==> src/rtl/pc_gen_pkg.sv <==
// pc_gen_pkg: shared constants and types for the program-counter generation
// stage.
//   cause_e  - redirect cause, encoded so that a larger value is a higher
//              priority (EXCP > SRET > EXREDIR > NONE).
//   state_e  - pc_gen FSM states.
//   DEFAULT_RESET_PC / DEFAULT_TRAP_VEC - default parameter values.
//   align_pc - clears bits[1:0] of a fetch target.
package pc_gen_pkg;

  typedef enum logic [1:0] {
    CAUSE_NONE    = 2'd0,
    CAUSE_EXREDIR = 2'd1,
    CAUSE_SRET    = 2'd2,
    CAUSE_EXCP    = 2'd3
  } cause_e;

  typedef enum logic {
    PCG_RUN  = 1'b0,
    PCG_PEND = 1'b1
  } state_e;

  localparam logic [31:0] DEFAULT_RESET_PC = 32'h0000_0000;
  localparam logic [31:0] DEFAULT_TRAP_VEC = 32'h0000_1000;

  function automatic logic [31:0] align_pc(input logic [31:0] addr);
    return {addr[31:2], 2'b00};
  endfunction

endpackage

==> src/rtl/pc_gen_redirect_slot.sv <==
// redirect_slot: one-entry holding slot for a redirect that arrives while the
// ICache is stalled.
// Ports:
//   clk, rst      - clock, asynchronous active-high reset
//   write         - store new_cause/new_target if accept is high
//   clear         - empty the slot (drain)
//   new_cause     - priority of the redirect event seen this cycle
//   new_target    - aligned target of that event
//   accept        - event may overwrite the slot (priority >= stored cause)
//   stored_cause  - cause currently held (CAUSE_NONE when empty)
//   stored_target - target currently held
module redirect_slot
  import pc_gen_pkg::*;
(
  input  logic        clk,
  input  logic        rst,
  input  logic        write,
  input  logic        clear,
  input  cause_e      new_cause,
  input  logic [31:0] new_target,
  output logic        accept,
  output cause_e      stored_cause,
  output logic [31:0] stored_target
);

  // An empty slot holds CAUSE_NONE, so any real event passes the compare.
  // Equal priority overwrites so the newest target of a given kind wins.
  assign accept = (new_cause != CAUSE_NONE) && (new_cause >= stored_cause);

  always_ff @(posedge clk or posedge rst) begin
    if (rst) begin
      stored_cause  <= CAUSE_NONE;
      stored_target <= '0;
    end else if (clear) begin
      stored_cause  <= CAUSE_NONE;
    end else if (write && accept) begin
      stored_cause  <= new_cause;
      stored_target <= new_target;
    end
  end

endmodule

==> src/rtl/pc_gen.sv <==
// pc_gen: program-counter generation stage feeding the fetch stage pc_in.
// Selects the next fetch PC from the fetch-stage prediction, an EX-stage
// redirect, trap entry or sret return; freezes on ICache / hazard stalls and
// parks a redirect that arrives under an ICache stall until the stall clears.
// Ports:
//   clk, rst             - clock, asynchronous active-high reset
//   istall, hazard_stall - ICache miss stall, hazard-unit stall
//   pred_pc              - sequential / predicted next PC from fetch
//   ex_redirect(_pc)     - EX mispredict correction and its target
//   excp                 - exception taken (target TRAP_VEC)
//   sret, sepc           - supervisor return and its address
//   pc_out, pc_valid     - fetch PC and its validity
//   flush                - kill IF/ID and ID/EX (any redirect event this cycle)
//   redirect_pending     - pending slot occupied
//   misalign             - 1-cycle pulse after taking a target with bits[1:0]!=0
module pc_gen
  import pc_gen_pkg::*;
#(
  parameter logic [31:0] RESET_PC = DEFAULT_RESET_PC,
  parameter logic [31:0] TRAP_VEC = DEFAULT_TRAP_VEC
) (
  input  logic        clk,
  input  logic        rst,
  input  logic        istall,
  input  logic        hazard_stall,
  input  logic [31:0] pred_pc,
  input  logic        ex_redirect,
  input  logic [31:0] ex_redirect_pc,
  input  logic        excp,
  input  logic        sret,
  input  logic [31:0] sepc,
  output logic [31:0] pc_out,
  output logic        pc_valid,
  output logic        flush,
  output logic        redirect_pending,
  output logic        misalign
);

  state_e      state, state_next;
  cause_e      event_cause;
  logic [31:0] event_target;
  logic [31:0] pc_next;
  logic        misalign_next;
  logic        slot_write, slot_clear, slot_accept;
  cause_e      slot_cause;
  logic [31:0] slot_target;

  // Fixed-priority pick of this cycle's redirect event (raw, unaligned target).
  always_comb begin
    event_cause  = CAUSE_NONE;
    event_target = '0;
    if (excp) begin
      event_cause  = CAUSE_EXCP;
      event_target = TRAP_VEC;
    end else if (sret) begin
      event_cause  = CAUSE_SRET;
      event_target = sepc;
    end else if (ex_redirect) begin
      event_cause  = CAUSE_EXREDIR;
      event_target = ex_redirect_pc;
    end
  end

  assign flush            = (event_cause != CAUSE_NONE);
  assign redirect_pending = (state == PCG_PEND);

  redirect_slot u_slot (
    .clk           (clk),
    .rst           (rst),
    .write         (slot_write),
    .clear         (slot_clear),
    .new_cause     (event_cause),
    .new_target    (align_pc(event_target)),
    .accept        (slot_accept),
    .stored_cause  (slot_cause),
    .stored_target (slot_target)
  );

  // Next-state / next-PC. A redirect overrides hazard_stall; only istall
  // defers it into the slot. The sequential path waits for pc_valid so the
  // reset PC itself gets one valid fetch cycle before advancing.
  always_comb begin
    state_next    = state;
    pc_next       = pc_out;
    slot_write    = 1'b0;
    slot_clear    = 1'b0;
    misalign_next = 1'b0;
    case (state)
      PCG_RUN: begin
        if (flush) begin
          misalign_next = |event_target[1:0];
          if (istall) begin
            slot_write = 1'b1;
            state_next = PCG_PEND;
          end else begin
            pc_next = align_pc(event_target);
          end
        end else if (pc_valid && !istall && !hazard_stall) begin
          pc_next = align_pc(pred_pc);
        end
      end
      PCG_PEND: begin
        if (slot_accept) begin
          misalign_next = |event_target[1:0];
        end
        if (istall) begin
          slot_write = slot_accept;
        end else begin
          pc_next    = slot_accept ? align_pc(event_target) : slot_target;
          slot_clear = 1'b1;
          state_next = PCG_RUN;
        end
      end
      default: state_next = PCG_RUN;
    endcase
  end

  always_ff @(posedge clk or posedge rst) begin
    if (rst) begin
      state    <= PCG_RUN;
      pc_out   <= RESET_PC;
      pc_valid <= 1'b0;
      misalign <= 1'b0;
    end else begin
      state    <= state_next;
      pc_out   <= pc_next;
      pc_valid <= 1'b1;
      misalign <= misalign_next;
    end
  end

  // slot_cause is consumed inside redirect_slot; kept visible here for debug.
  logic unused_ok;
  assign unused_ok = ^slot_cause;

endmodule
==> config.mk <==
export PLATFORM = sky130hd
export DESIGN_NAME = pc_gen
export DESIGN_NICKNAME = d
export VERILOG_FILES = /design/src/rtl/pc_gen_pkg.sv /design/src/rtl/pc_gen_redirect_slot.sv /design/src/rtl/pc_gen.sv
export SDC_FILE = /design/constraint.sdc
export NUM_CORES = 1
export LEC_CHECK = 0
export ABC_CLOCK_PERIOD_IN_PS = 2000
export CAP_MARGIN = 20
export CORE_ASPECT_RATIO = 1.1
export CORE_MARGIN = 4
export CORE_UTILIZATION = 44
export DETAILED_ROUTE_END_ITERATION = 8
export GPL_ROUTABILITY_DRIVEN = 1
export PLACE_DENSITY = 0.8
export SETUP_SLACK_MARGIN = 0.15
export SYNTH_ARGS = -nofsm -noshare
export SYNTH_HDL_FRONTEND = slang
export SYNTH_SLANG_ARGS = --single-unit
==> constraint.sdc <==
create_clock -name clk -period 2 [get_ports clk]
set_input_delay 0.2 -clock clk [delete_from_list [all_inputs] [get_ports clk]]
set_output_delay 0.2 -clock clk [all_outputs]
set_load 0.05 [all_outputs]
Word-level counts from Yosys, hierarchy flattened
Cells that the tools add are included.
{"block": "classes", "magnitude_cmp": 1, "eq_ne": 3, "mux": 24, "bitwise": 2, "n_reduce_logical": 11}
{"operator": "two-way mux 32 bit", "count": 8}
{"operator": "one-hot mux 32 bit (2 select lines)", "count": 1}
{"operator": "two-way mux 1 bit", "count": 8}
{"operator": "two-way mux 2 bit", "count": 4}
{"operator": "!= test 3 bit, second input constant", "count": 2}
{"operator": "one-hot mux 1 bit (2 select lines)", "count": 3}
{"operator": "logical AND 1 bit", "count": 4}
{"operator": "nonzero test 2 bit", "count": 2}
{"operator": "AND reduction 3 bit", "count": 1}
{"operator": ">= comparator 2 bit", "count": 1}
{"operator": "logical NOT 1 bit", "count": 2}
{"operator": "!= test 2 bit, second input constant", "count": 1}
{"operator": "inverter 1 bit", "count": 2}
{"operator": "AND reduction 2 bit", "count": 1}
{"operator": "OR reduction 2 bit", "count": 1}
{"block": "totals", "reg_bits": 67, "input_bits": 103, "output_inout_bits": 36}

Longest topological paths before layout
Gate-level depths: netlist of run 1.
{"block": "depth", "word_depth": 10, "mapped_depth": 9, "ltp_nobuf": 7}

Modules after synthesis
A second synthesis of run 1 with hierarchy kept.
{"block": "hier_totals", "hier_cells": 395, "area_unflattened_um2": 4075.2}
{"mod": "pc_gen", "n_inst": 1, "cells_each": 310, "area_per_inst_um2": 2695.1, "seq_area_each_um2": 875.8}
{"mod": "redirect_slot", "n_inst": 1, "cells_each": 85, "area_per_inst_um2": 1380.1, "seq_area_each_um2": 850.8}

Least setup slack after synthesis of run 1
OpenSTA, ideal clock, no wires.
{"block": "synth_timing", "kind": "flip-flop to flip-flop", "from": "reg state (netlist: redirect_pending)", "to": "reg pc_out[10]", "setup_ns": 0.131, "arrival_time_ns": 1.756, "required_ns": 1.869, "setup_slack_ns": 0.113, "path_stages_with_launch": 8, "path_buffers": 3, "synth_period_minus_slack_ns": 1.887, "path_cell_list": "dfrtp_1 -> clkbuf_1 -> nor4_2 -> a21o_1 -> buf_2 -> buf_2 -> a311oi_1 -> a21oi_1"}
{"block": "synth_between", "elab_chain_cells": 3}
{"item": "start, declared", "line": "pc_gen.sv:39", "source": "state_e state, state_next;"}
{"item": "start signal, assigned", "line": "pc_gen.sv:125", "source": "state <= state_next;"}
{"item": "inverter 1 bit"}
{"item": "!= test 3 bit (no line)"}
{"item": "AND reduction 3 bit (no line)"}
{"item": "end signal, assigned", "line": "pc_gen.sv:126", "source": "pc_out <= pc_next;"}
{"item": "end, declared", "line": "pc_gen.sv:32", "source": "output logic [31:0] pc_out,"}
Parallel ways exist; a longest one is shown, timed or not.
A chain may end at the register's enable or synchronous reset.

Final worst setup path of run 1
{"block": "layout_timing", "from": "reg u_slot.stored_cause[1]", "to": "reg u_slot.stored_target[2]"}
{"block": "layout_between", "elab_chain_cells": 6}
{"item": "start, declared", "line": "pc_gen_redirect_slot.sv:22", "source": "output cause_e stored_cause,"}
{"item": "start signal, assigned", "line": "pc_gen_redirect_slot.sv:37", "source": "stored_cause <= new_cause;"}
{"item": ">= comparator 2 bit (*)", "line": "pc_gen_redirect_slot.sv:28", "source": "assign accept = (new_cause != CAUSE_NONE) && (new_cause >= stored_cause);"}
{"item": "logical AND 1 bit (*)", "line": "pc_gen_redirect_slot.sv:28"}
{"item": "two-way mux 1 bit", "line": "pc_gen.sv:106", "source": "if (istall) begin"}
{"item": "one-hot mux 1 bit (2 select lines)", "line": "pc_gen.sv:88", "source": "case (state)"}
{"item": "logical AND 1 bit (*)", "line": "pc_gen_redirect_slot.sv:36", "source": "end else if (write && accept) begin"}
{"item": "AND reduction 2 bit (no line) (*)"}
{"item": "end signal, assigned", "line": "pc_gen_redirect_slot.sv:38", "source": "stored_target <= new_target;"}
{"item": "end, declared", "line": "pc_gen_redirect_slot.sv:23", "source": "output logic [31:0] stored_target"}
Mark *: on every way between the ends. The rest lies on a longest branch, timed or not.

==> summary.md, run 1 <==
| Metric | Value |
|---|---|
| Result of the run | finished clean |
| Worst relative slew slack | 0.6274 |
| Post-synthesis instance area | 0.003627 mm^2 |
| Multi-input combinational cell area | 0.001982 mm^2 |
| Async SR Flop Fraction | 1.000 |
| Power density over cell area | 882.9 mW/mm^2 |
| Static power due to leakage | 2.317 nW |
| Count of yosys warnings during synthesis | 0 |
| Total Nets Final | 600 |
| Crit path launch type | flip-flop |
| Share of the clock period used by the worst path | 0.9091 |
| Hold depth | 3 |
| DRC violation count after routing | 0 |
| Maximum clock frequency | 0.5500 GHz |
| Maximum buffer depth of the clock tree | 2 |
| Setup Total Neg Slack | 0 ns |
| Worst Path Max Fanout | 13 |
| CP Capture Type | flip-flop |
| Routability-driven placement congestion ratio | 0.7967 |
| Final hold violations | 0 |
| Number of cells traversed by the worst register-to-register path | 6 |
| Area growth from synthesis to layout | 58.09% |
| Antenna violations before repair | 0 |
| Clock root buffer | clkbuf_8 |
| Distinct cell type count after synthesis | 30 |
| CTS sink cnt | 65 |
| Synthesized area per cell | 10.28 um^2 |
| Width of the chip | 94.57 um |
| Per-cell via count in the routed design | 6.003 |
| Final Non-Filler Cells | 609 |
| Area taken by flip-flops and latches | 0.001628 mm^2 |
| Worst-case register-to-register setup slack | 0.18 ns |
| Count of mapped cells out of synthesis | 353 |
| Site Rows | 34 |
| RSZ-0062 raised after global routing | true |
| Insertion delay of the later-clocked pin in the worst-skew pair | 0.35 ns |
| Path type of the worst min-delay path | primary input to flip-flop |
| Utilization after layout | 0.7208 |
| TritonCTS buffer count | 9 |
| Final wirelength | 12080 um |
| Number of flops mapped to enable cells by yosys | 0 |
| Seq/Total Area, Yosys | 0.4484 |
| Vert. Die Dim | 103.2 um |
| Startpoint-to-endpoint class of the critical path | flip-flop to flip-flop |
| H-tree lvl count | 3 |
| Launch point of the worst reg-to-reg path | u_slot.stored_cause[1]$_DFFE_PP0P_ |
| Antenna diode count | 0 |
| DRC violation total after the first TritonRoute iteration | 213 |
| Via Count | 3656 |
| I/O pin cnt | 139 |
| First drt pass iteration count | 4 |
| Placed wire-length estimate | 8112 um |
| Maxcap violations | 0 |
| Crit path time final | 1.818 ns |
| Clock-pin slew on the worst setup and hold paths | 0.07 ns |
| PortBufs | 134 |
| Layout cells sized above 1 | 0.2275 |
| Min-delay src | excp |
| Max IR drop VDD | 0.0004568 V |
| Hold buffer count at cts | 0 |
| Required time reported for the critical path endpoint | 2.22 ns |
| Number of global-route vias before repair | 3631 |
| Die area | 0.009762 mm^2 |
| Largest net degree at the start of global routing | 66 |
| Setup skew after layout | 0.009592 ns |
| Fillers | 590 |
| Most used DFF post-synth | dfrtp_1 |
| Global-route usage over all layers | 0.2359 |
| Final setup violation count | 0 |
| Initial Utilization | 0.4560 |
| Congestion Overflow GR | 0 |
| Data arrival time of the critical path | 2.04 ns |
| Wire length of the first global-routing pass | 17980 um |
| Clock tree from TritonCTS | built |
| Max-slew violation count | 0 |
| Area of the core | 0.007955 mm^2 |
| Worst flop-to-flop path endpoint | u_slot.stored_target[2]$_DFFE_PP0P_ |
| Routed wirelength normalized by instance count | 19.84 um |
| Placed cell count | 589 |
| Worst Tran Pin Value | 0.5571 ns |
| Register bit count reported by yosys | 65 |
| Remaining number of nets flagged by the antenna check after routing | 0 |
| Worst hold path endpoint | u_slot.stored_cause[1]$_DFFE_PP0P_ |
## logic make-up (layout without fill, tap and decap cells)
family,Yosys count,count (layout),synth area share
AO/OA/AOI/OAI,130,130,0.2856
AND/OR/NAND/NOR,79,79,0.1093
flip-flops,65,65,0.4484
buffers and inverters,46,193,0.05795
multiplexers,30,30,0.09313
other,2,3,0.002070
adder cells (fa/ha/maj),1,1,0.003449
## power breakdown
group | switching (mW) | internal (mW) | total [mW]
sequential | 0.159 | 1.61 | 1.76
combinational | 1.19 | 1.03 | 2.22
clock | 0.508 | 0.569 | 1.08
## synth_stat cells (3+ instances only)
cell,count,area share
dfrtp_1,65,0.45
nor2_1,35,0.036
a21oi_1,31,0.043
a311oi_1,29,0.070
a32o_1,29,0.080
and2_1,29,0.050
clkbuf_1,29,0.030
a32oi_1,28,0.068
mux2_2,28,0.087
buf_2,6,0.0083
inv_1,6,0.0062
nand3_1,5,0.0069
o21ai_0,4,0.0055
buf_6,3,0.0093
nand2_1,3,0.0031
nor2b_1,3,0.0052
## flip-flops by register name (all words and copies together), names as in the netlist
| name | cells |
|---|---|
| u_slot.stored_target | 30 |
| misalign | 1 |
| redirect_pending | 1 |
| pc_valid | 1 |
| pc_out | 30 |
| u_slot.stored_cause | 2 |
## worst max path at each step
| stage | start | endpoint |
|---|---|---|
| CTS | excp | u_slot.stored_target[17]$_DFFE_PP0P_ |
| floorplan | redirect_pending$_DFF_PP0_ | pc_out[10]$_DFFE_PP0P_ |
| detailed placement | excp | pc_out[22]$_DFFE_PP0P_ |
| finish | u_slot.stored_cause[1]$_DFFE_PP0P_ | u_slot.stored_target[2]$_DFFE_PP0P_ |
| global route | u_slot.stored_cause[1]$_DFFE_PP0P_ | pc_out[12]$_DFFE_PP0P_ |
| global placement | excp | u_slot.stored_target[21]$_DFFE_PP0P_ |
## cell usage in the layout (no fill, tap or decap), drive strengths merged, types with 5 or more instances in the layout
master	instances
dfrtp	65
nand3	5
buf	37
clkdlybuf4s50	129
clkinv	5
inv	6
a32oi	28
nor2	35
and2	29
a32o	29
a21oi	31
mux2	30
a311oi	29
clkbuf	12
## cell type report
class | count | area share
Sequential cell | 65 | 0.2839
Clock buffer | 10 | 0.02226
Inverter | 6 | 0.003928
Tap cell | 108 | 0.02357
Timing Repair Buffer | 171 | 0.3105
Multi-Input combinational cell | 243 | 0.3456
Clock inverter | 6 | 0.01026
## what timing repair did
item / in CTS / in global routing
cloned: 0 / 3
setup endpoints to repair: 10 / 63
buffers inserted: 0 / 1
pin swaps: 0 / 9
resized for setup: 1 / 32
## worst max-delay path, stage by stage (launching register included)
cell      delay, ns
dfrtp_1        0.39
inv_1          0.11
ha_4           0.17
nor2b_2        0.05
a2111o_1       0.47
buf_4          0.22
mux2_2         0.29
## metal layers
layer  vias to the layer above  GRT usage  part of all wire
met3                        18    0.04486             0.090
met5                         -          0                 0
met2                       173     0.4088              0.50
met4                         0     0.1032             0.020
met1                      1811     0.2881              0.39
li1                       1654          -                 -
## per-stage QoR
step,cell area (um^2),hold WS (ns),worst slack [ns],total power [mW]
2_1_floorplan,3631,0.2778,0.1135,2.888
3_3_place_gp,5296,0.4757,-0.1758,3.653
3_5_place_dp,5296,0.4936,-0.2545,3.709
4_1_cts,5485,0.2479,0.1404,4.790
5_1_grt,5734,0.2784,0.1144,5.286
6_report,5734,0.2282,0.1819,5.063
Note: power is estimated with default switching activity, not from simulation.
==> run 2, diff against run 1 <==
--- a/config.mk
+++ b/config.mk
@@ -5,7 +5,6 @@
 export SDC_FILE = /design/constraint.sdc
 export NUM_CORES = 1
 export LEC_CHECK = 0
-export ABC_CLOCK_PERIOD_IN_PS = 2000
 export CAP_MARGIN = 20
 export CORE_ASPECT_RATIO = 1.1
 export CORE_MARGIN = 4
==> results of run 2 <==
Final layout, timing and power as in run 1 (identical DEF).
